<file path="config.mk">
export PLATFORM = sky130hd
export DESIGN_NAME = regfile_sb
export DESIGN_NICKNAME = d
export VERILOG_FILES = /design/src/rtl/regfile_sb.sv
export SDC_FILE = /design/constraint.sdc
export NUM_CORES = 2
export LEC_CHECK = 0
export BUFFER_PORTS_ARGS = -buffer_cell sky130_fd_sc_hd__buf_4
export CAP_MARGIN = 40
export CORE_MARGIN = 3
export CORE_UTILIZATION = 60
export DETAILED_ROUTE_END_ITERATION = 7
export PLACE_DENSITY = 0.79
export SKIP_CTS_REPAIR_TIMING = 1
export SYNTH_ARGS = -nofsm -noshare
export SYNTH_HDL_FRONTEND = slang
export SYNTH_SLANG_ARGS = --single-unit
</file>
<file path="constraint.sdc">
create_clock -name clk -period 4.8 [get_ports clk]
set_input_delay 0.24 -clock clk [delete_from_list [all_inputs] [get_ports clk]]
set_output_delay 0.24 -clock clk [all_outputs]
set_load 0.05 [all_outputs]
</file>
<file path="src/rtl/regfile_sb.sv">
// Register file with optional hardwired-zero r0 and write bypass, plus a per-register
// pending scoreboard used by decode to stall on RAW hazards.
module regfile_sb #(
    parameter int DATA_W   = 32,
    parameter int ADDR_W   = 5,
    parameter int ZERO_REG = 1,
    parameter int BYPASS   = 1
) (
    input  logic              clk,
    input  logic              rst_n,
    input  logic [ADDR_W-1:0] reg1,
    input  logic [ADDR_W-1:0] reg2,
    output logic [DATA_W-1:0] read1,
    output logic [DATA_W-1:0] read2,
    output logic              busy1,
    output logic              busy2,
    input  logic              RegWrite,
    input  logic [ADDR_W-1:0] writeReg,
    input  logic [DATA_W-1:0] WriteData,
    input  logic              IssueEn,
    input  logic [ADDR_W-1:0] issueReg,
    output logic [ADDR_W:0]   pend_cnt
);

    localparam int DEPTH = 2 ** ADDR_W;
    localparam logic [ADDR_W:0] CNT_ONE = {{ADDR_W{1'b0}}, 1'b1};

    logic [DATA_W-1:0] r_regs [DEPTH];
    logic [DEPTH-1:0]  r_pend;
    logic [DEPTH-1:0]  w_pend_d;
    logic [ADDR_W:0]   r_cnt;
    logic [ADDR_W:0]   w_cnt_d;
    logic              w_wr_en;
    logic              w_iss_en;
    logic              w_inc;
    logic              w_dec;

    always_comb begin
        w_wr_en  = RegWrite && !(ZERO_REG != 0 && writeReg == '0);
        w_iss_en = IssueEn && !(ZERO_REG != 0 && issueReg == '0);

        // Clear first, then set: a same-cycle issue supersedes the retiring writeback.
        w_pend_d = r_pend;
        if (RegWrite) begin
            w_pend_d[writeReg] = 1'b0;
        end
        if (w_iss_en) begin
            w_pend_d[issueReg] = 1'b1;
        end

        w_inc = w_iss_en && !r_pend[issueReg];
        w_dec = RegWrite && r_pend[writeReg] && !(w_iss_en && issueReg == writeReg);

        w_cnt_d = r_cnt;
        if (w_inc && !w_dec) begin
            w_cnt_d = r_cnt + CNT_ONE;
        end else if (w_dec && !w_inc) begin
            w_cnt_d = r_cnt - CNT_ONE;
        end
    end

    always_ff @(posedge clk or negedge rst_n) begin
        if (!rst_n) begin
            for (int i = 0; i < DEPTH; i++) begin
                r_regs[i] <= '0;
            end
        end else if (w_wr_en) begin
            r_regs[writeReg] <= WriteData;
        end
    end

    always_ff @(posedge clk or negedge rst_n) begin
        if (!rst_n) begin
            r_pend <= '0;
            r_cnt  <= '0;
        end else begin
            r_pend <= w_pend_d;
            r_cnt  <= w_cnt_d;
        end
    end

    // Bypass is gated by rst_n so reads stay zero while reset is held.
    always_comb begin
        read1 = r_regs[reg1];
        if (BYPASS != 0 && rst_n && RegWrite && writeReg == reg1) begin
            read1 = WriteData;
        end
        if (ZERO_REG != 0 && reg1 == '0) begin
            read1 = '0;
        end
    end

    always_comb begin
        read2 = r_regs[reg2];
        if (BYPASS != 0 && rst_n && RegWrite && writeReg == reg2) begin
            read2 = WriteData;
        end
        if (ZERO_REG != 0 && reg2 == '0) begin
            read2 = '0;
        end
    end

    assign busy1    = r_pend[reg1];
    assign busy2    = r_pend[reg2];
    assign pend_cnt = r_cnt;

endmodule

</file>
# Word-level counts from Yosys, hierarchy flattened
# Index checks and enable logic that the tools add are counted.
# word_totals
regBits	1062
inputBits	56
output_inout_bits	72
wordCells	109
# classes
n_addsub	2
n_lt_le_gt_ge	10
eq_ne	3
mux	29
bitwise_logic	6
reduce_logical	25
# op_table
operator	count
1024-bit bitwise mux	1
32-bit two-way mux	11
32-bit binary-select mux with 5-bit select	2
32-bit demux with 5-bit select	1
32-bit AND	1
32-bit inverter	1
32-bit OR	1
5-bit by 6-bit < comparator with 1-bit output (second input constant)	4
1-bit binary-select mux with 5-bit select	4
5-bit zero test	4
6-bit >= comparator (second input constant)	3
5-bit inverter with 6-bit output	3
5-bit == test	3
1-bit logical AND	14
6-bit two-way mux	2
1-bit demux with 5-bit select	2
5-bit by 1-bit >= comparator with 1-bit output (second input constant)	2
6-bit by 1-bit adder with 6-bit output (second input constant)	1
1-bit zero test	6
6-bit by 1-bit < comparator with 1-bit output (second input constant)	1
1-bit two-way mux	6
6-bit by 1-bit subtractor with 6-bit output (second input constant)	1
2-bit nonzero test	1

# Depth between registers and ports, before layout
# logic_depth
ltp_word	9
depth_mapped	16
ltp_nobuf	15

# Worst setup path after synthesis
# OpenSTA, ideal clock, no wires.
# synth_timing
path_type	input -> register
from	in writeReg[0]
to	reg r_cnt[5], in the netlist pend_cnt[5]
setup_time_ps	82
arrival_time_ps	3439
path_slack_ps	1280
cell_stages	16
path_buffers	2
cell_sequence	buf_2 -> buf_2 -> mux4_2 -> a22o_1 -> nor3_1 -> nand4_1 -> o311ai_0 -> ha_1 -> inv_1 -> ha_1 -> a21oi_1 -> a21boi_0 -> o21a_1 -> or3_1 -> a21oi_1 -> xor2_1
# synth_via
elab_chain_cells	7
elab_cells_between_ends	12
# synth_rtl
element	line	rtl
start: declaration	18	input logic [ADDR_W-1:0] writeReg,
1-bit binary-select mux with 5-bit select or 5-bit == test (tied branches)	52	w_dec = RegWrite && r_pend[writeReg] && !(w_iss_en && issueReg == writeReg);
1-bit two-way mux (implied by the code) or 1-bit logical AND (tied branches)	52	
1-bit logical AND or 1-bit zero test (tied branches)	52	
1-bit logical AND *	52	
1-bit zero test	55	if (w_inc && !w_dec) begin
1-bit logical AND	55	
6-bit two-way mux or 2-bit nonzero test (tied branches)	n/a	
end signal: assignment	78	r_cnt <= w_cnt_d;
end: declaration	31	logic [ADDR_W:0] r_cnt;
# Every way passes the cells marked *; elsewhere a longest branch is shown, timed or not. The select of a mux whose other input is x is not followed.
# A chain may end at the register's enable or synchronous reset.

# Final worst setup path
# layout_timing
from	in rst_n
to	out read2[0]
# layout_via
elab_chain_cells	4
# layout_rtl
element	line	rtl
start: declaration	10	input logic rst_n,
1-bit logical AND (2 in a row)	95	if (BYPASS != 0 && rst_n && RegWrite && writeReg == reg2) begin
32-bit two-way mux	95	
32-bit two-way mux	98	if (ZERO_REG != 0 && reg2 == '0) begin
end: declaration	14	output logic [DATA_W-1:0] read2,
# No other way between the ends.

==> run_results.csv <==
group,metric,value,unit
layout,drive_above_1_share,0.445,
sta,rsz0062_at_grt,"false",
placed_design,placed_area,60500,um^2
synth,ys.flop_type,"dfrtp_1",
sta,tightest_slew,1.05,ns
sta,skew,0.0102,ns
sta,finalCriticalPeriod,3.74,ns
layout,final.fill_count,6581,
route,drt_pass1_iterations,8,
synth,yosysWarnings,0,
synth,synth_area_leaders,"dfrtp_1 (46%), mux2_2 (19%), mux4_2 (14%)",
power,combPwrFrac,0.226,
critical_path,crit_fanout,49,
placed_design,io_buffers,127,
power,leakage,28.4,nW
worst_hold_path,min_from,"issueReg[2]",
critical_path,reg2reg_slack,1.14,ns
clock_tree,clk-insertion-delay-late,0.71,ns
synth,ys_ff_latch,1062,
clock_tree,htreeDepth,3,
synth,synth_top_area_share,0.456,
clock_tree,cts_made_buffers,111,
route,drc,0,
floorplanning,coreArea,95600,um^2
synth,yosysMostFrequentCell,"dfrtp_1",
synth,synth_area_leader_cell,"dfrtp_1",
sta,hold_viol,0,
critical_path,endpoint_kind,"output port",
floorplanning,ios,128,
floorplanning,dieWidth,318,um
critical_path,start_kind,"primary input",
sta,finalMaxSlewViolations,0,
synth,synth_area,58300,um^2
route,wl_per_cell,34.3,um
sta,maxSlewHeadroom,0.300,
sta,setup_viol,0,
sta,fin_crit_sh,0.779,
power,switchingPower,8.12,mW
floorplanning,die_h,318,um
layout,nNetsFinal,4240,
synth,synth-edff-count,0,
power,powerDensity,427,nW/um^2
synth,synthTopCellsByCount,"dfrtp_1 (1062), mux2_2 (987), mux4_2 (371)",
critical_path,ff2ff_path_depth,15,
global_route,grt_start_max_net_pins,165,
global_route,antenna_found_initial,15,
placed_design,gp_congestion,0.910,
worst_hold_path,hold-path-endpoint,"r_pend[13]",
placed_design,dpl.hpwl,115,mm
critical_path,required,4.56,ns
synth,syn_nets,4308,
critical_path,worstSetupPathType,"in -> out",
worst_hold_path,hp-class,"in -> reg",
power,ir_drop,0.000326,V
synth,avgSynthCellArea,13.7,um^2
sta,tns,0,ns
sta,fin_hold_ws,0.0355,ns
critical_path,r2r_start,"r_pend[2]",
power,intPower,19.4,mW
global_route,grt_pass1_vias,41800,
floorplanning,die-area,101000,um^2
global_route,grt_pass1_wl,280,mm
critical_path,reg2reg_to,"pend_cnt[5]",
clock_tree,cts-root-buf,"clkbuf_16",
route,drt_iter0_drc,6275,
global_route,grtUsageTotal,0.372,
clock_tree,clock_path_buffers,3,
clock_tree,path_clk_slew,0.06,ns
sta,fmax,267,MHz
floorplanning,initial_core_util,0.610,
synth,yosysSeqAreaShare,0.456,
worst_hold_path,hold_path_depth,3,
route,viasPerCell,7.48,
critical_path,crit_arrival,3.50,ns
route,drt-total-wl,190,mm
clock_tree,cts_tree,"done",
run,maxCapViolations,0,
route,dr_total_vias,41500,
power,switching_share,0.295,
clock_tree,clock_sinks,1062,
outcome,status,"complete, no violations",
layout,final_area,64500,um^2
power,clock_power_share,0.336,
floorplanning,placementRows,113,
layout,area_growth_syn_to_layout,10.7,%
synth,yosysUniqueCellTypes,66,
power,seqPwrFrac,0.438,
synth,async_flop_share,1.00,
route,final_antenna_net_count,0,
synth,syn_inst,4245,
global_route,gr-total-overflow,0,
-- per-stage QoR --
stage	total power [mW]	utilization	setup slack (ns)	std cells
2_1_floorplan	16.3	-	1.28	4245
3_3_place_gp	17.9	0.629	1.04	5309
3_5_place_dp	18.2	0.633	1.01	5326
4_1_cts	27.4	0.674	1.16	5536
5_1_grt	28.5	0.675	0.808	5544
6_report	27.5	0.675	1.06	5549
-- power by group through the flow --
stage,clock network (mW),logic (mW),registers (mW)
finish,9.24,6.23,12.0
global route,9.65,6.60,12.2
CTS,9.26,6.18,12.0
detailed placement,0,6.13,12.1
global placement,0,5.94,11.9
floorplan,0,4.56,11.7
-- worst max path at each step --
stage	startpoint	to	slack [ns]	depth (start not counted)
floorplan	writeReg[0]	pend_cnt[5]	1.28	16
global placement	writeReg[0]	pend_cnt[5]	1.04	15
detailed placement	issueReg[0]	pend_cnt[5]	1.01	16
CTS	r_pend[3]	pend_cnt[5]	1.16	15
global route	r_pend[3]	pend_cnt[5]	0.81	15
finish	rst_n	read2[0]	1.06	8
-- routing by layer --
layer | routed length [um] | GRT usage | vias to the layer above | share of wire
met5 | 78 | 0 | - | 0.00041
met4 | 11500 | 0.195 | 12 | 0.060
met3 | 25300 | 0.121 | 746 | 0.13
met2 | 82800 | 0.540 | 3012 | 0.44
met1 | 70700 | 0.505 | 21600 | 0.37
li1 | - | - | 16200 | -
-- flip-flops by register name, summed over array words and instances, names as in the netlist --
signal and flops:
pend_cnt 6, r_pend 32, r_regs 1024
-- cell usage in the layout (no fill, tap or decap), types with 10 or more instances in the layout --
cell type and n:
clkbuf_8 30, buf_12 27, nand2_2 15, a2111oi_0 11, nor2_1 79, nand2_1 112, o211ai_1 11, bufinv_16 13
nor2b_1 13, o22ai_1 45, buf_16 11, a211o_1 11, o21ai_1 11, xor2_1 11, mux2i_1 335, a221oi_1 50
o21ai_0 63, buf_4 242, and3_1 14, a32o_1 11, a21oi_1 71, a22o_1 16, diode_2 10, nor2_4 19
nor3_1 75, clkinv_2 26, a211oi_1 33, a221o_1 31, clkbuf_1 16, clkbuf_16 112, mux4_2 371, nand3_1 27
a22oi_1 120, dfrtp_1 1062, mux2_2 987, mux2_1 48
-- critical path: stages --
cell and delay, ns:
dlygate4sd3_1 0.57, buf_8 0.33, nand4_1 0.20, or2_2 0.57
buf_4 0.32, and3_1 0.16, nor3_1 0.70, buf_4 0.33
-- cell families after synthesis --
group                    synth area share
buffers and inverters              0.0408
adder cells (fa/ha/maj)           0.00163
multiplexers                        0.401
XOR/XNOR                          0.00286
AND/OR/NAND/NOR                    0.0346
flip-flops                          0.456
AO/OA/AOI/OAI                      0.0631
-- area by class of cell --
cell class              count  area [um^2]  area share
clock buffers             156         3250      0.0504
flip-flops and latches   1062        26600       0.412
multi-input cells        2703        29500       0.458
clock inverters            54          678      0.0105
diodes                     10         25.0    0.000388
repair buffers            290         2790      0.0433
well taps                1265         1580      0.0245
inverters                   9         33.8    0.000524
No activity file was read; power rests on OpenSTA's default activity.
